==> src/rtl/prng_pkg.sv <==
// Shared constants, FSM encoding and bit-manipulation helpers for the PRNG
// output-permutation inverse.
package prng_pkg;

   localparam int DATA_W   = 64;
   localparam int XSHIFT   = 6;
   localparam int ROT_BITS = 6;

   typedef enum logic [1:0] {IDLE, SEARCH, DONE} state_t;

   // A double-width shift keeps rotl64(v,0) == v without any shift-by-64 term.
   function automatic logic [DATA_W-1:0] rotl64(input logic [DATA_W-1:0] v,
                                               input logic [ROT_BITS-1:0] s);
      logic [2*DATA_W-1:0] d;
      d = {v, v} << s;
      return d[2*DATA_W-1:DATA_W];
   endfunction

   // Undo y = x ^ (x >> XSHIFT) by folding in every shift multiple below DATA_W.
   function automatic logic [DATA_W-1:0] inv_xorshift64(input logic [DATA_W-1:0] y);
      logic [DATA_W-1:0] r;
      r = '0;
      for (int k = 0; k * XSHIFT < DATA_W; k++) begin
         r = r ^ (y >> (k * XSHIFT));
      end
      return r;
   endfunction

endpackage

==> src/rtl/perm_inverse_search_check.sv <==
// Combinational test of one rotation candidate: un-rotate z by c and see whether
// the top ROT_BITS of the result name that same rotation.
module perm_candidate_check
   import prng_pkg::*;
(
   input  logic [DATA_W-1:0]   z,
   input  logic [ROT_BITS-1:0] c,
   output logic [DATA_W-1:0]   y,
   output logic                match
);

   assign y     = rotl64(z, c);
   assign match = (y[DATA_W-1 -: ROT_BITS] == c);

endmodule

==> src/rtl/perm_inverse_search.sv <==
// Recovers the pre-permutation LCG state from a permuted word using a fixed
// 64-cycle rotation search followed by an xorshift inversion.
module perm_inverse_search
   import prng_pkg::*;
(
   input  logic                clk,
   input  logic                rst,
   input  logic                in_valid,
   output logic                in_ready,
   input  logic [DATA_W-1:0]   data_in,
   output logic                out_valid,
   input  logic                out_ready,
   output logic [DATA_W-1:0]   data_out,
   output logic                found,
   output logic                ambiguous,
   output logic [ROT_BITS-1:0] rot_out
);

   state_t              state_reg;
   logic [DATA_W-1:0]   z_reg;
   logic [DATA_W-1:0]   y_rec_reg;
   logic [ROT_BITS-1:0] cnt_reg;
   logic [ROT_BITS-1:0] c_rec_reg;
   logic                hit_reg;
   logic                multi_reg;
   logic [DATA_W-1:0]   y_cand;
   logic                cand_match;

   perm_candidate_check u_check (
      .z     (z_reg),
      .c     (cnt_reg),
      .y     (y_cand),
      .match (cand_match)
   );

   always_ff @(posedge clk or posedge rst) begin
      if (rst) begin
         state_reg <= IDLE;
         z_reg     <= '0;
         y_rec_reg <= '0;
         cnt_reg   <= '0;
         c_rec_reg <= '0;
         hit_reg   <= 1'b0;
         multi_reg <= 1'b0;
         in_ready  <= 1'b1;
         out_valid <= 1'b0;
         data_out  <= '0;
         found     <= 1'b0;
         ambiguous <= 1'b0;
         rot_out   <= '0;
      end else begin
         case (state_reg)
            IDLE: begin
               // After a drain, spend one cycle re-opening the input side.
               if (!in_ready) begin
                  in_ready <= 1'b1;
               end else if (in_valid) begin
                  z_reg     <= data_in;
                  cnt_reg   <= '0;
                  hit_reg   <= 1'b0;
                  multi_reg <= 1'b0;
                  in_ready  <= 1'b0;
                  state_reg <= SEARCH;
               end
            end
            SEARCH: begin
               if (cand_match) begin
                  if (!hit_reg) begin
                     hit_reg   <= 1'b1;
                     y_rec_reg <= y_cand;
                     c_rec_reg <= cnt_reg;
                  end else begin
                     multi_reg <= 1'b1;
                  end
               end
               cnt_reg <= cnt_reg + 1'b1;
               if (cnt_reg == '1) begin
                  state_reg <= DONE;
               end
            end
            DONE: begin
               // First DONE cycle publishes the result; later cycles wait for the sink.
               if (!out_valid) begin
                  out_valid <= 1'b1;
                  found     <= hit_reg;
                  ambiguous <= multi_reg;
                  rot_out   <= hit_reg ? c_rec_reg : '0;
                  data_out  <= hit_reg ? inv_xorshift64(y_rec_reg) : '0;
               end else if (out_ready) begin
                  out_valid <= 1'b0;
                  state_reg <= IDLE;
               end
            end
            default: state_reg <= IDLE;
         endcase
      end
   end

endmodule

==> config.mk <==
export PLATFORM = sky130hd
export DESIGN_NAME = perm_inverse_search
export DESIGN_NICKNAME = d
export VERILOG_FILES = /design/src/rtl/prng_pkg.sv /design/src/rtl/perm_inverse_search_check.sv /design/src/rtl/perm_inverse_search.sv
export SDC_FILE = /design/constraint.sdc
export NUM_CORES = 1
export LEC_CHECK = 0
export ABC_CLOCK_PERIOD_IN_PS = 9600
export CORE_AREA = 2 2 207 209
export CTS_CLUSTER_DIAMETER = 60
export DETAILED_ROUTE_END_ITERATION = 8
export DIE_AREA = 0 0 209 211
export PLACE_DENSITY = 0.56
export SLEW_MARGIN = 15
export SYNTH_ARGS = -nofsm -noshare
export SYNTH_HDL_FRONTEND = slang
export SYNTH_SLANG_ARGS = --single-unit
==> constraint.sdc <==
create_clock -name clk -period 9.6 [get_ports clk]
set_input_delay 2.88 -clock clk [delete_from_list [all_inputs] [get_ports clk]]
set_output_delay 2.88 -clock clk [all_outputs]
set_load 0.01 [all_outputs]
==> results.yml <==
grt:
  antenna_found_initial: 1
  grt_max_degree: 89
  grt_pass1_vias: 10100
  grt_use_total_pct: 19.2
  grt-ovfl-total: 0
  grt_pass1_wl_um: 65000
drt:
  routed_wl_um: 42200
  viasPerCell: 5.63
  final_antenna_net_count: 0
  avgRoutedWirePerCell_um: 22.7
  vias: 10400
  drt_iter0_drc: 1005
  drc: 0
  dr.pass1.iters: 5
timing:
  fin_crit_ns: 5.35
  finalHoldWorstSlack_ns: 0.475
  worst_slew_pin_slew_ns: 0.992
  slew_headroom_pct: 33.9
  rsz0062_at_grt: "false"
  drv_slew: 0
  finalSetupViolCount: 0
  fmax_ghz: 0.187
  tns_ns: 0
  layout_worst_path_cycle_share_pct: 55.8
  clock-skew-final_ns: 0.0278
  hold_viol_final: 0
place:
  hpwlAfterDp_um: 31200
  place.gp.congestion: 0.940
  place_inst: 1809
  port_buffers: 141
yosys:
  yosys_warnings: 0
  synth_area_um2: 14500
  syn_nets: 1285
  synth_edf_count: 0
  yosysTopAreaCellShare_pct: 37.4
  ys_seq_elements: 218
  yosys.area.top_type: "dfrtp_1"
  synth_cell_type_count: 50
  ys_seq_area_share_pct: 37.6
  synth_top_cells_by_area: "dfrtp_1, mux4_2, mux2_2"
  async_flop_share_pct: 100
  synthCells: 1216
  synth-main-ff-cell: "dfrtp_1"
  avgSynthCellArea_um2: 11.9
outcome:
  status: "finished, final reports clean"
setup_path:
  end_kind: "flip-flop"
  cpMaxStageDelayCell: "dfrtp_4"
  reg2reg_slack_ns: 4.25
  criticalPathCategory: "reg2reg"
  rr_startpoint: "cnt_reg[1]"
  crit_start: "cnt_reg[1]"
  critical_path_peak_fanout: 70
  critPathLaunchType: "flip-flop"
  arrival_ns: 5.79
  crit_path_max_incr_delay_ns: 0.95
  required_ns: 10.04
  r2r_cells: 9
  r2r-end: "y_rec_reg[29]"
  worstPathCellList: "buf_4, mux4_2, mux4_2, mux4_2, xnor2_1, nand4_1, nor4_4, buf_4, mux2_2"
  cp_common_cell: "mux4_2"
worst_hold_path:
  min_path_cells: 2
  min_to: "data_out[15]"
  hp-class: "reg2reg"
  hold_start: "data_out[15]"
floorplan:
  ioPinCount: 142
  start_util_pct: 34.7
  die_w_um: 209
  die_h_um: 211
  rows: 75
  core_area_um2: 41800
  die_area_um2: 44100
flow_run:
  cap_violations: 0
clocking:
  path_clk_slew_ns: 0.06
  cts_buffer_depth: 3
  numCtsBuffers: 26
  htreeDepth: 1
  cts_sinks: 218
  clockRootBuffer: "clkbuf_16"
  clk_latency_ns: 0.55
  holdBufCountCts: 0
  cts_tree: "yes"
  cts_resized: 0
  post_cts_buffers: 0
finish:
  instances_no_fill: 1856
  final_util_pct: 41.1
  layout-drive-gt1-share_pct: 27.4
  final_nets: 1367
  area.growth.synth_to_final_pct: 18.3
## worst max-delay path by stage
| stage | end | slack [ns] | depth (start not counted) |
|---|---|---|---|
| finish | y_rec_reg[29] | 4.25 | 9 |
| global route | y_rec_reg[28] | 3.88 | 9 |
| detailed placement | y_rec_reg[28] | 4.22 | 9 |
| floorplan | ambiguous | 0.76 | 1 |
| CTS | c_rec_reg[4] | 4.23 | 9 |
| global placement | y_rec_reg[16] | 4.24 | 9 |
## worst max-delay path, delay by kind of cell, from the launching register on
family,cells,cell delay (ns)
multiplexers,4,2.06
buffers and inverters,2,1.51
flip-flops,1,0.95
AND/OR/NAND/NOR,2,0.41
XOR/XNOR,1,0.16
## logic make-up after synthesis
| family | Yosys count | synth area share, % |
|---|---|---|
| muxes | 426 | 39.6 |
| and+or+nand+nor | 235 | 6.84 |
| DFF | 218 | 37.6 |
| AOI/OAI and AO/OA | 163 | 6.88 |
| buffers and inverters | 112 | 3.05 |
| xor gates and xnor gates | 61 | 5.90 |
| adders and majority gates | 1 | 0.0862 |
## cells in the mapped netlist, drive strengths merged (8+ instances only)
library cell,number
mux2,197
xor2,16
nor2,39
o21ai,80
mux4,99
clkbuf,51
a22o,20
nand3,8
o31ai,11
xor3,15
buf,51
dfrtp,217
xnor2,23
mux2i,130
a21oi,24
inv,10
nand2,152
## layout make-up
class                           count  area [µm²]
Inverter                           10        45.0
Fill cell                        3918       24600
Tap cell                          539         674
Clock inverter                      9        72.6
Sequential cell                   218        5470
Antenna cell                        1        2.50
Timing Repair Buffer              156        1530
Multi-Input combinational cell    886        8620
Clock buffer                       37         752
## layout by cell type, fill, tap and decap left out, types with 15 or more instances in the layout
| cell type | synthesis | layout |
|---|---|---|
| clkbuf_16 | 0 | 26 |
| nand2_1 | 152 | 152 |
| xor3_1 | 15 | 15 |
| a21oi_1 | 24 | 24 |
| mux2i_1 | 130 | 130 |
| a22o_1 | 20 | 20 |
| nor2_1 | 39 | 39 |
| mux2_2 | 193 | 193 |
| o21ai_0 | 80 | 80 |
| dfrtp_1 | 217 | 212 |
| xnor2_1 | 23 | 23 |
| mux4_2 | 99 | 99 |
| clkdlybuf4s50_1 | 0 | 141 |
| xor2_1 | 16 | 16 |
## metrics by stage
| step | instance area [µm²] | setup WS, ns |
|---|---|---|
| after global placement | 16300 | 4.24 |
| after floorplan | 14500 | 0.757 |
| after CTS | 17200 | 4.23 |
| after detailed placement | 16300 | 4.22 |
| after global routing | 17200 | 3.88 |
| final | 17200 | 4.25 |
## layer usage
layer / part of all wire, % / global-route usage, %
met5: 0 / 0
met4: 3.6 / 7.00
met3: 6.5 / 3.35
met2: 44 / 28.9
met1: 45 / 27.7
Power is not shown: default switching activity piles up to over one toggle a cycle in this logic, so the estimate is an artifact.
